### config.mk
export PLATFORM = sky130hd
export DESIGN_NAME = mem_port_arbiter
export DESIGN_NICKNAME = d
export VERILOG_FILES = /design/src/rtl/mem_port_arbiter.sv
export SDC_FILE = /design/constraint.sdc
export NUM_CORES = 1
export LEC_CHECK = 0
export BUFFER_PORTS_ARGS = -buffer_cell sky130_fd_sc_hd__buf_2
export CAP_MARGIN = 10
export CORE_MARGIN = 4
export CORE_UTILIZATION = 39
export DETAILED_ROUTE_END_ITERATION = 12
export PLACE_DENSITY = 0.85
export SLEW_MARGIN = 20
export SYNTH_ARGS = -nofsm -noshare
export SYNTH_HDL_FRONTEND = slang
export SYNTH_SLANG_ARGS = --single-unit
### constraint.sdc
create_clock -name clk -period 1.3 [get_ports clk]
set_input_delay 0.13 -clock clk [delete_from_list [all_inputs] [get_ports clk]]
set_output_delay 0.13 -clock clk [all_outputs]
set_load 0.1 [all_outputs]
### src/rtl/mem_port_arbiter.sv
// rtl/mem_port_arbiter.sv - two-port arbiter/sequencer for the core's single-port unified memory
module mem_port_arbiter #(
  parameter int MEM_BYTES = 1024,
  parameter int ARB_MODE  = 0
) (
  input  logic        clk,
  input  logic        resetn,
  input  logic        if_req_valid,
  output logic        if_req_ready,
  input  logic [31:0] if_req_addr,
  output logic        if_rsp_valid,
  input  logic        if_rsp_ready,
  input  logic        d_req_valid,
  output logic        d_req_ready,
  input  logic [31:0] d_req_addr,
  input  logic        d_req_we,
  input  logic [31:0] d_req_wdata,
  output logic        d_rsp_valid,
  input  logic        d_rsp_ready,
  output logic [31:0] rsp_rdata,
  output logic        rsp_err,
  output logic        mem_read,
  output logic        mem_write,
  output logic [31:0] mem_addr,
  output logic [31:0] mem_wdata,
  input  logic [31:0] mem_rdata,
  output logic        busy
);

  typedef enum logic [1:0] {IDLE, ACCESS, RESP} state_t;

  localparam logic        PORT_IF  = 1'b0;
  localparam logic        PORT_D   = 1'b1;
  localparam logic [31:0] MAX_ADDR = 32'(MEM_BYTES - 4);

  state_t      r_state;
  state_t      w_next;
  logic        r_gnt;
  logic        r_we;
  logic        r_err;
  logic        r_last_grant;
  logic [31:0] r_addr;
  logic [31:0] r_wdata;

  logic        w_idle;
  logic        w_pick_d;
  logic        w_hs;
  logic [31:0] w_req_addr;
  logic        w_req_err;
  logic        w_rsp_ready;

  // Data wins when alone; on contention round-robin favours the port not served last.
  assign w_pick_d = d_req_valid &&
                    (!if_req_valid || (ARB_MODE == 0 && r_last_grant == PORT_IF));

  assign w_idle       = (r_state == IDLE) && resetn;
  assign if_req_ready = w_idle && if_req_valid && !w_pick_d;
  assign d_req_ready  = w_idle && d_req_valid && w_pick_d;
  assign w_hs         = if_req_ready || d_req_ready;

  assign w_req_addr  = w_pick_d ? d_req_addr : if_req_addr;
  assign w_req_err   = (w_req_addr[1:0] != 2'b00) || (w_req_addr > MAX_ADDR);
  assign w_rsp_ready = (r_gnt == PORT_D) ? d_rsp_ready : if_rsp_ready;

  always_comb begin
    w_next = r_state;
    case (r_state)
      IDLE:    if (w_hs) w_next = w_req_err ? RESP : ACCESS;
      ACCESS:  w_next = RESP;
      RESP:    if (w_rsp_ready) w_next = IDLE;
      default: w_next = IDLE;
    endcase
  end

  always_ff @(posedge clk) begin
    if (!resetn) begin
      r_state      <= IDLE;
      r_gnt        <= PORT_IF;
      r_we         <= 1'b0;
      r_err        <= 1'b0;
      r_addr       <= 32'h0;
      r_wdata      <= 32'h0;
      r_last_grant <= PORT_D;
    end else begin
      r_state <= w_next;
      if (w_hs) begin
        r_gnt        <= w_pick_d;
        r_we         <= w_pick_d && d_req_we;
        r_err        <= w_req_err;
        r_addr       <= w_req_addr;
        r_wdata      <= w_pick_d ? d_req_wdata : 32'h0;
        r_last_grant <= w_pick_d;
      end
    end
  end

  assign mem_read  = (r_state == ACCESS) && !r_we;
  assign mem_write = (r_state == ACCESS) && r_we;
  assign mem_addr  = (r_state == ACCESS) ? r_addr : 32'h0;
  assign mem_wdata = (r_state == ACCESS) ? r_wdata : 32'h0;

  // The memory holds its read register outside ACCESS, so rdata stays stable while waiting.
  assign if_rsp_valid = (r_state == RESP) && (r_gnt == PORT_IF);
  assign d_rsp_valid  = (r_state == RESP) && (r_gnt == PORT_D);
  assign rsp_err      = (r_state == RESP) && r_err;
  assign rsp_rdata    = ((r_state == RESP) && !r_err && !r_we) ? mem_rdata : 32'h0;
  assign busy         = (r_state != IDLE);

endmodule

Yosys cells after proc, flatten, opt, wreduce, memory -nomap -nowiden. Cells that the tools add are included.

Bits in registers: 70. Input port bits: 135. Output and inout bits: 104.

Order comparisons: 1. Equality and inequality tests: 4. Multiplexer cells: 10. Bitwise gates (word level): 2. Reduce and logical (&&, ||, !) cells: 25.

Operators with widths (count): 2-to-1 mux 32 bit (5); greater-than comparator 32 x 10 -> 1 bit (second input constant) (1); logical AND 1 bit (14); 2-to-1 mux 2 bit (3); case mux 2 bit (3 select lines) (1); logical NOT 1 bit (4); != test 2 bit (second input constant) (2); nonzero test 2 bit (2); logical OR 1 bit (3); equality test 2 x 1 -> 1 bit (second input constant) (1); equality test 2 bit (second input constant) (1); logical NOT 2 bit (1); inverter 1 bit (2); AND reduction 2 bit (1); 2-to-1 mux 1 bit (1).

Longest topological paths before layout.
Depth after elaboration: 9. Depth in mapped cells: 6. Depth with buffers taken out: 5.

Worst setup path after synthesis. OpenSTA, ideal clock, no wires.

Path type: flip-flop to output port. Start: register r_state[0]. End: output port mem_read. Arrival: 2190 ps. Required time: 1170 ps. Setup slack: -1020 ps. Stages on the path, launching flop included: 4. Path buffers: 1. Path through: dfxtp_1 -> nor2b_1 -> clkbuf_1 -> nor2b_1.

Word-level cells in the longest chain between the ends: 2.

RTL lines: from (decl) (RTL line 36) `state_t r_state;`; from (signal assigned) (RTL line 85) `r_state <= w_next;`; equality test 2 x 1 -> 1 bit (RTL line 97) `assign mem_read = (r_state == ACCESS) && !r_we;`; logical AND 1 bit (RTL line 97); to (decl) (RTL line 22) `output logic mem_read,`.

No other way between the ends.

Final worst setup path.
Start: register r_state[0]. End: output port mem_wdata[22].

Word-level cells in the longest chain between the ends: 2.

RTL lines: equality test 2 x 1 -> 1 bit (RTL line 100) `assign mem_wdata = (r_state == ACCESS) ? r_wdata : 32'h0;`; 2-to-1 mux 32 bit (RTL line 100); to (decl) (RTL line 25) `output logic [31:0] mem_wdata,`.

No other way between the ends.

==> results.py <==
metrics = {
    "synth": {
        "synth_warnings": 0,
        "synth_most_common_cell": "and2_1",
        "syn_area_per_cell_um2": 8.86,
        "ys_types": 28,
        "yosysTopAreaCell": "dfxtp_1",
        "synth_cells": 416,
        "synthTopCellsByArea": "dfxtp_1, and2_1, o211a_1",
        "ys_ff_latch": 70,
        "synth_fp_nets": 551,
        "yosysSeqAreaShare_pct": 38.0,
        "async_reset_ff_share_pct": 0,
        "syn_area_mm2": 0.00369,
        "yosys.area.top_type_share_pct": 38.0,
        "synthTopCellsByCount": "and2_1, dfxtp_1, nand2_1",
        "synth_ff_type": "dfxtp_1",
        "synth_edf_count": 0,
    },
    "clock_tree": {
        "cts_buffer_depth": 2,
        "cts_root_buf": "clkbuf_8",
        "numClockSinks": 70,
        "h-tree-depth": 3,
        "clk_pin_slew_ps": 90,
        "cts_tree": "yes",
        "cts_made_buffers": 9,
        "worstSkewPairLatency_ps": 340,
    },
    "timing": {
        "setup_slack_ps": -417,
        "setup_tns_ps": -45990,
        "max_slew.worst_pin.slew_ps": 371,
        "fin_skew_ps": 14.7,
        "post-route-min-period_ps": 1720,
        "whs_ps": 62.6,
        "rsz0062_at_grt": "true",
        "setup_viol": 168,
        "fin_crit_sh_pct": 132,
        "hold_viol_final": 0,
        "max_slew_margin_pct": 75.0,
        "slew_viol_final": 0,
        "fmax_ghz": 0.582,
    },
    "floorplan": {
        "fp.dieW_um": 105,
        "start_util_pct": 39.9,
        "dieArea_mm2": 0.0111,
        "core_area_mm2": 0.00924,
        "io_pins": 239,
        "die_h_um": 105,
        "fp-row-count": 35,
    },
    "placement": {
        "place_area_mm2": 0.00704,
        "dp_hpwl_um": 11800,
        "place.port_buffers": 238,
        "place_congestion": 0.897,
    },
    "routing": {
        "drtAntennaViolNets": 0,
        "viasPerCell": 5.40,
        "detail_route.wl_per_cell_um": 21.1,
        "drtPass1Iterations": 5,
        "vias": 4435,
        "finalWirelength_um": 17400,
        "drtIter0Drc": 191,
        "drc_errors": 0,
    },
    "global_routing": {
        "grt_max_degree": 34,
        "gr-usage-all-layers_pct": 27.9,
        "grt_first_pass_wirelength_um": 24600,
        "antenna_found_initial": 0,
        "grt_pass1_vias": 4534,
        "overflow": 0,
    },
    "worst_setup_path": {
        "crit_path_max_fanout": 5,
        "cp_data_arrival_time_ps": 1590,
        "critical_path_class": "reg -> out",
        "max_stage_delay_ps": 360,
        "crit_slowest_cell": "dfxtp_2",
        "crit_required_ps": 1170,
        "crit_path_end_kind": "primary output",
        "path_cells": "nor2b_4 > buf_6 > clkbuf_16 > and2_4 > buf_12",
        "cp-start-kind": "register",
    },
    "final_layout": {
        "nets": 823,
        "area_growth_pct": 112,
        "drive_gt1_share_pct": 62.9,
        "fillers": 491,
        "multi_input_area_mm2": 0.00250,
        "antenna_cells": 0,
        "final_area_mm2": 0.00781,
        "seqCellArea_mm2": 0.00141,
        "final_util_pct": 84.5,
    },
    "pwr": {
        "cellPowerDensity_mw_per_mm2": 774,
        "total_leakage_power_uw": 0.00367,
        "ir_worst_vdd_mv": 0.552,
        "fin_total_pwr_uw": 6040,
    },
    "run_status": {
        "outcome": "complete, but fails checks",
        "violations": "negative setup slack",
    },
    "worst_hold_path": {
        "hp-class": "in -> reg",
    },
    "run": {
        "drv_cap": 0,
    },
}
-- where the power goes --
| part | switching [uW] | internal, uW | total (uW) |
|---|---|---|---|
| combinational | 970 | 817 | 1790 |
| sequential | 96.3 | 2280 | 2380 |
| clock | 929 | 951 | 1880 |
-- routing by layer --
layer	GRT usage (%)	routed length, um
met5	0	0
met3	7.04	1470
met2	53.0	9260
met1	29.3	6160
met4	9.84	474
-- cell families (layout without fill, tap and decap cells) --
kind of cell	count (synthesis)	in the layout	share of synthesized area [%]
buffers and inverters	37	314	4.38
AO/OA/AOI/OAI	76	76	17.7
flip-flops	70	70	38.0
multiplexers	33	33	8.96
AND/OR/NAND/NOR	200	200	31.0
-- through the flow --
stage / instances / worst slack [ps]
5_1_grt: 822 / -487
4_1_cts: 814 / -414
2_1_floorplan: 416 / -129
3_5_place_dp: 781 / -264
3_3_place_gp: 781 / -245
6_report: 822 / -417
-- worst paths after layout --
kind / startpoint / end / slack, ps / cells past startpoint
worst max-delay path: r_state[0] / mem_wdata[22] / -420 / 5
worst min-delay path: d_req_wdata[30] / r_wdata[30] / 60 / 3
worst max register to register: r_last_grant / r_err / -320 / 6
worst min register to register: r_addr[31] / r_addr[31] / 510 / 1
-- layout by cell type (no fill, tap or decap), types with 4 or more instances in the layout --
cell type / instances
buf_6: 12
clkbuf_16: 5
clkbuf_8: 10
buf_2: 134
o211a_1: 33
mux2i_1: 28
nand2_1: 38
dfxtp_1: 67
buf_12: 111
mux2i_2: 5
and2_4: 97
nor2b_1: 35
nor4_1: 8
a22oi_1: 33
buf_4: 27
buf_8: 4
-- worst max-delay path: cells and delay by family, from the launching register on --
family	cells	cell delay [ps]
simple gates	2	380
buf+inv	3	510
flops	1	360
-- what timing repair did --
action	4_1_cts	5_1_grt
setup buffers	13	1
cloned	4	7
setup endpoints to repair	172	172
endpoints found under the hold margin	0	0
hold buffers	0	0
pin swaps	14	23
gates resized for setup	38	20
-- final cells by class --
type,count,share of cell area (%)
sequential,70,18.0
timing repair buffer,297,45.2
multi-input combinational,309,32.0
clock buffer,10,1.76
tap,129,2.07
inverter,1,0.0481
clock inverter,6,0.881
-- state kept, by name (all words and copies together), names as in the netlist --
| name | count |
|---|---|
| r_gnt | 1 |
| r_err | 1 |
| r_wdata | 32 |
| r_state | 2 |
| r_we | 1 |
| r_last_grant | 1 |
| r_addr | 32 |
(Power assumes the default switching activity.)
